--- src/rtl/tour_cmd_seq.sv ---
// Replays the solver's stored knight moves as vertical/horizontal command pairs,
// and passes UART commands through to the command processor when no tour runs.
module tour_cmd_seq #(
  parameter int unsigned NUM_MOVES = 24
) (
  input  logic        clk,
  input  logic        rst_n,
  input  logic        start_tour,
  input  logic [7:0]  move,
  output logic [4:0]  mv_indx,
  input  logic [15:0] cmd_UART,
  input  logic        cmd_rdy_UART,
  output logic        clr_cmd_rdy_UART,
  output logic [15:0] cmd,
  output logic        cmd_rdy,
  input  logic        clr_cmd_rdy,
  input  logic        send_resp,
  output logic [7:0]  resp
);

  localparam int unsigned IW = 5;
  localparam logic [IW-1:0] LAST_INDX = IW'(NUM_MOVES - 1);
  localparam logic [7:0] RESP_BUSY = 8'hA5;
  localparam logic [7:0] RESP_DONE = 8'h5A;

  typedef enum logic [2:0] {IDLE, XM_V, WT_V, XM_H, WT_H} state_t;

  state_t        state, state_nxt;
  logic [IW-1:0] mv_indx_nxt;
  logic [7:0]    resp_nxt;

  logic [1:0]  dx_mag, dy_mag;
  logic        dx_neg, dy_neg;
  logic [7:0]  v_head, h_head;
  logic [15:0] v_cmd, h_cmd;

  // One-hot move to signed offsets; anything else is no motion.
  always_comb begin
    dx_mag = 2'd0;
    dy_mag = 2'd0;
    dx_neg = 1'b0;
    dy_neg = 1'b0;
    case (move)
      8'h01: begin dx_mag = 2'd1; dx_neg = 1'b1; dy_mag = 2'd2;                end
      8'h02: begin dx_mag = 2'd1;                dy_mag = 2'd2;                end
      8'h04: begin dx_mag = 2'd2; dx_neg = 1'b1; dy_mag = 2'd1;                end
      8'h08: begin dx_mag = 2'd2; dx_neg = 1'b1; dy_mag = 2'd1; dy_neg = 1'b1; end
      8'h10: begin dx_mag = 2'd1; dx_neg = 1'b1; dy_mag = 2'd2; dy_neg = 1'b1; end
      8'h20: begin dx_mag = 2'd1;                dy_mag = 2'd2; dy_neg = 1'b1; end
      8'h40: begin dx_mag = 2'd2;                dy_mag = 2'd1; dy_neg = 1'b1; end
      8'h80: begin dx_mag = 2'd2;                dy_mag = 2'd1;                end
      default: ;
    endcase
  end

  // Zero offset leaves the heading at north.
  always_comb begin
    v_head = (dy_mag != 2'd0 && dy_neg) ? 8'h7F : 8'h00;
    h_head = 8'h00;
    if (dx_mag != 2'd0) h_head = dx_neg ? 8'h3F : 8'hBF;
    v_cmd = {4'h2, v_head, 2'b00, dy_mag};
    h_cmd = {4'h3, h_head, 2'b00, dx_mag};
  end

  always_ff @(posedge clk) begin
    if (!rst_n) begin
      state   <= IDLE;
      mv_indx <= '0;
      resp    <= RESP_DONE;
    end else begin
      state   <= state_nxt;
      mv_indx <= mv_indx_nxt;
      resp    <= resp_nxt;
    end
  end

  always_comb begin
    state_nxt        = state;
    mv_indx_nxt      = mv_indx;
    cmd              = cmd_UART;
    cmd_rdy          = 1'b0;
    clr_cmd_rdy_UART = 1'b0;
    unique case (state)
      IDLE: begin
        cmd_rdy          = cmd_rdy_UART;
        clr_cmd_rdy_UART = clr_cmd_rdy;
        if (start_tour) begin
          state_nxt   = XM_V;
          mv_indx_nxt = '0;
        end
      end
      XM_V: begin
        cmd     = v_cmd;
        cmd_rdy = 1'b1;
        if (clr_cmd_rdy) state_nxt = WT_V;
      end
      WT_V: begin
        cmd = v_cmd;
        if (send_resp) state_nxt = XM_H;
      end
      XM_H: begin
        cmd     = h_cmd;
        cmd_rdy = 1'b1;
        if (clr_cmd_rdy) state_nxt = WT_H;
      end
      WT_H: begin
        cmd = h_cmd;
        if (send_resp) begin
          if (mv_indx == LAST_INDX) begin
            state_nxt = IDLE;
          end else begin
            mv_indx_nxt = mv_indx + IW'(1);
            state_nxt   = XM_V;
          end
        end
      end
      default: state_nxt = IDLE;
    endcase
  end

  // Response is registered from the upcoming state so it tracks the state exactly.
  always_comb begin
    resp_nxt = RESP_BUSY;
    if (state_nxt == IDLE || (state_nxt == WT_H && mv_indx_nxt == LAST_INDX))
      resp_nxt = RESP_DONE;
  end

endmodule

--- config.mk ---
export PLATFORM = sky130hd
export DESIGN_NAME = tour_cmd_seq
export DESIGN_NICKNAME = d
export VERILOG_FILES = /design/src/rtl/tour_cmd_seq.sv
export SDC_FILE = /design/constraint.sdc
export NUM_CORES = 1
export LEC_CHECK = 0
export BUFFER_PORTS_ARGS = -buffer_cell sky130_fd_sc_hd__buf_2
export CAP_MARGIN = 20
export CORE_ASPECT_RATIO = 0.8
export CORE_MARGIN = 10
export CORE_UTILIZATION = 44
export DETAILED_ROUTE_END_ITERATION = 6
export GPL_TIMING_DRIVEN = 1
export PLACE_DENSITY = 0.84
export SYNTH_ARGS = -nofsm -noshare
export SYNTH_HDL_FRONTEND = slang
export SYNTH_SLANG_ARGS = --single-unit
--- constraint.sdc ---
create_clock -name clk -period 2.55 [get_ports clk]
set_input_delay 0.51 -clock clk [delete_from_list [all_inputs] [get_ports clk]]
set_output_delay 0.51 -clock clk [all_outputs]
set_load 0.1 [all_outputs]
* Word level (Yosys, flattened, before mapping) *
Index checks and enable logic that the tools add are counted.

word-level totals
  flip-flop bits (word level) = 16
  bits of input ports = 30
  output and inout bits = 31
  logic and storage cells = 55

cells by class
  add/subtract/negate cells = 1
  equality and inequality tests = 15
  mux-type cells = 22
  reductions and logical operators = 14

operators with widths
  cell                                                              count
  16-bit one-hot mux with 2 select lines                            1
  8-bit 2-to-1 mux                                                  3
  4-bit OR reduction                                                4
  3-bit 2-to-1 mux                                                  5
  5-bit 2-to-1 mux                                                  3
  3-bit one-hot mux with 5 select lines                             1
  5-bit == test (second input constant)                             2
  5-bit one-hot mux with 2 select lines                             1
  8-bit by 1-bit == test with 1-bit output (second input constant)  1
  8-bit by 2-bit == test with 1-bit output (second input constant)  1
  8-bit by 3-bit == test with 1-bit output (second input constant)  1
  8-bit by 4-bit == test with 1-bit output (second input constant)  1
  8-bit by 5-bit == test with 1-bit output (second input constant)  1
  8-bit by 6-bit == test with 1-bit output (second input constant)  1
  8-bit by 7-bit == test with 1-bit output (second input constant)  1
  8-bit == test (second input constant)                             1
  2-bit one-hot mux with 2 select lines                             2
  7-bit 2-to-1 mux                                                  1
  3-bit by 2-bit == test with 1-bit output (second input constant)  2
  3-bit == test (second input constant)                             2
  3-bit logical NOT                                                 2
  2-bit OR reduction                                                3
  5-bit by 1-bit adder with 5-bit output (second input constant)    1
  1-bit 2-to-1 mux                                                  4
  other kinds (5)                                                   7

* Depth between registers and ports, before layout *
  depth in word-level cells = 8
  depth in mapped cells = 6

* Worst setup path before layout *
OpenSTA, ideal clock, no wires.

  kind = register to output
  start point = register state[2]
  end point = output port clr_cmd_rdy_UART
  arrival time = 3790 ps
  data required time = 2040 ps
  setup slack = -1750 ps
  stages on the path, launching flop included = 4
  path buffers = 2
  path through = dfxtp_1 > buf_2 > buf_1 > nor4b_1

on the way
  longest elaborated chain between the ends = 2

RTL lines
  element                 RTL line  RTL
  start, declared         28        state_t state, state_nxt;
  start signal, assigned  71        state <= state_nxt;
  3-bit logical NOT       83        unique case (state)
  1-bit 2-to-1 mux        83
  end, declared           13        output logic clr_cmd_rdy_UART,

Every way passes these cells.

* Final worst setup path *
  start point = input port move[3]
  end point = output port cmd[1]

on the way
  longest elaborated chain between the ends = 4

RTL lines
  element                                                           RTL line  RTL
  start, declared                                                   9         input logic [7:0] move,
  8-bit by 7-bit == test with 1-bit output (tied with other cells)  43        case (move)
  4-bit OR reduction (no line)                                      --
  2-bit one-hot mux with 2 select lines                             43
  16-bit one-hot mux with 2 select lines *                          83
  end, declared                                                     14        output logic [15:0] cmd,

Every way passes the cells marked *; elsewhere a longest branch is shown, timed or not.

==> run metrics <==
Synth Area in XOR/XNOR 6.59%; Synth cell types 40; min-delay src rst_n; relative slew slack 67.1%; FP Rows 15; placed insts 226; die area 0.00480 mm2; outcome finished, final reports clean; Reg clk slew, reported paths 0.07 ns; Worst Setup Start Kind input port; final core utilization 72.5%; most frequent cells in the layout 47 x buf_2, 17 x nand2_1, 16 x nor2_1; Tcrit/Tclk final 97.2%; reg-to-reg startpoint mv_indx[0]; Finish-stage setup viols 0; worst-path fanout max 7; Crit. End Element output pin; R2R depth 6; WP data required 2.04 ns; Post-Synth Adder-Cell Area 1.18%; RePlAce Congestion 0.936; Top delay family on crit path buffers and inverters; Initial Utilization 47.6%; 1st-iter DRT viols 92; dpl hpwl 3200 um; first-pass GRT wire length 5780 um; end of the worst register-to-register path resp[5]; CP Cell Sequence buf_2, nor4b_1, a221oi_2, o21ai_0, nor3b_4, buf_2; PwrDens 697 mW/mm2; vias in the first global route 1226; die width 75.0 um; pre-CTS WS 0.0282 ns; main combinational cell family by area after synthesis simple AND/OR/NAND/NOR gates; Main synth FF type dfxtp_1; switching pwr 0.000672 W; core area 0.00223 mm2; commonest non-fill, non-tap cell in the layout buf_2; EDFF count, synth 0; internal power 0.000457 W; net count after synthesis 180; compound-cell area share of the yosys netlist 24.9%; CTS buffer count 3; Top cell by count, worst path buf_2; CTS sink cnt 10; share of cells above drive strength 1 40.0%; WL final 3860 um; max-slew violations 0; n_diodes 0; Synth Area in Simple Gates 36.7%; worst slew pin tran 0.497 ns; Setup TNS Final 0 ns; Power Total 0.00113 W; post-route setup slack 0.0718 ns; Reg2Reg Setup Slack 0.59 ns; cts hold-fix bufs 0; Pre-antenna DRT Iters 4; nets 237; Final Hold Vio Count 0; hold crit path type in -> reg; Worst Hold End mv_indx[0]; RSZ-0062 raised after global routing false; combinational share of power 70.8%; share of synthesized registers carrying an async set or reset 0%; CP max stage delay 0.44 ns; Pleak 0.773 nW; mux cell area share after synthesis 2.82%; Worst VDD drop 0.409 mV; clock latency on the worst-skew pair 0.27 ns; clk_skew 0.00360 ns; hold path depth 2; Seq/Total Area, Yosys 18.8%; initial antenna violation count 0; yosys warns 0; largest net degree at the start of global routing 13; GRT Util Overall 15.0%; Max clock buf depth 2; Via density 5.77; Setup Buffers After CTS 0; Slowest-stage cell, CP buf_2; IO Port Bufs 60; I/O Pins 61; Area growth syn-to-layout 52.4%; Clock H-tree levels 1; CTS root buffer clkbuf_4; crit path DAT 1.97 ns; Max-cap violations 0; Remaining DRCs 0; Routed WL per cell 16.8 um; Sw Share 59.5%; CTS tree yes; Cells after Synth 149; Post-Syn Area 0.00106 mm2; Remaining Overflow, GRT 0; sequential share of power 16.2%; DR vias 1326; Fill cells 162; Buf/Inv on CP 2; Synth Area per Inst 7.14 um2; Max Fclk 0.404 GHz; Non-Filler Instances 230; Setup Crit Path Kind in -> out; Die Y 64.0 um; Clk pwr share 13.0%; Yosys reg bits 10; min Tclk post-route 2.48 ns; post-route ant nets 0
-- per-layer routing --
metal,up-vias,GRT usage (%),share of wire (%)
met5,-,0,0
met4,0,2.83,0.65
met3,2,7.56,14
met2,69,24.6,48
met1,600,17.0,38
li1,655,-,-
-- synth_stat cells (2+ instances only) --
cell	number	share of area [%]
a211oi_1	2	1.4
a21o_1	6	4.2
a21oi_1	5	2.4
a31oi_1	3	1.8
a32o_1	3	2.8
and2_1	5	2.9
buf_2	4	1.9
buf_4	7	4.9
dfxtp_1	10	19
inv_1	4	1.4
mux2i_1	3	2.8
nand2_1	17	6.0
nand2b_1	3	1.8
nand3_1	5	2.4
nand3b_1	2	1.4
nand4_1	2	1.2
nor2_1	16	5.6
nor2_2	2	1.2
nor2b_1	2	1.2
nor3_1	5	2.4
nor4b_1	4	3.3
o21ai_0	15	7.1
xnor2_1	2	1.6
xor2_1	6	4.9
-- stage by stage --
step / hold WS, ns / area [um2]
detailed placement: 0.553 / 1570
finish: 0.503 / 1620
floorplan: 0.630 / 1090
global route: 0.499 / 1620
CTS: 0.495 / 1610
global placement: 0.524 / 1570
-- logic make-up (layout without fill, tap and decap cells) --
logic type / Yosys count / after routing
AO/OA/AOI/OAI: 39 / 39
flip-flops: 10 / 10
multiplexers: 3 / 3
buffers and inverters: 17 / 73
AND/OR/NAND/NOR: 71 / 71
XOR/XNOR: 8 / 8
adder cells (fa/ha/maj): 1 / 1
-- state kept, by name (all words and copies together), names as in the netlist --
name     cells
mv_indx      5
state        3
resp         2
-- power groups by stage --
stage	Clock (W)	Combinational [W]	Sequential [W]
after global placement	0	0.000787	0.000185
after floorplan	0	0.000564	0.000222
after CTS	0.000149	0.000798	0.000183
final	0.000147	0.000800	0.000183
after global routing	0.000157	0.000824	0.000186
after detailed placement	0	0.000797	0.000186
-- worst max path at each step --
stage                   from     end  slack, ns  cells past startpoint
floorplan            move[4]  cmd[4]       0.01                      6
global placement     move[4]  cmd[1]       0.09                      7
detailed placement   move[4]  cmd[7]       0.03                      7
CTS                  move[4]  cmd[7]       0.03                      7
global route        state[0]  cmd[1]       0.01                      5
finish               move[3]  cmd[1]       0.07                      6
-- what timing repair did --
item	in CTS	in global routing
endpoints found under the setup margin	7	7
resized for setup	1	3
gates cloned	0	0
-- area by class of cell --
class / instances / area, um2 / share of cell area (%)
Clock buffer: 4 / 36.3 / 2.24
Inverter: 5 / 18.8 / 1.16
Multi-Input combinational cell: 122 / 807 / 49.8
Sequential cell: 10 / 201 / 12.4
Tap cell: 25 / 31.3 / 1.93
Timing Repair Buffer: 64 / 526 / 32.4
Note: power is estimated with default switching activity, not from simulation.
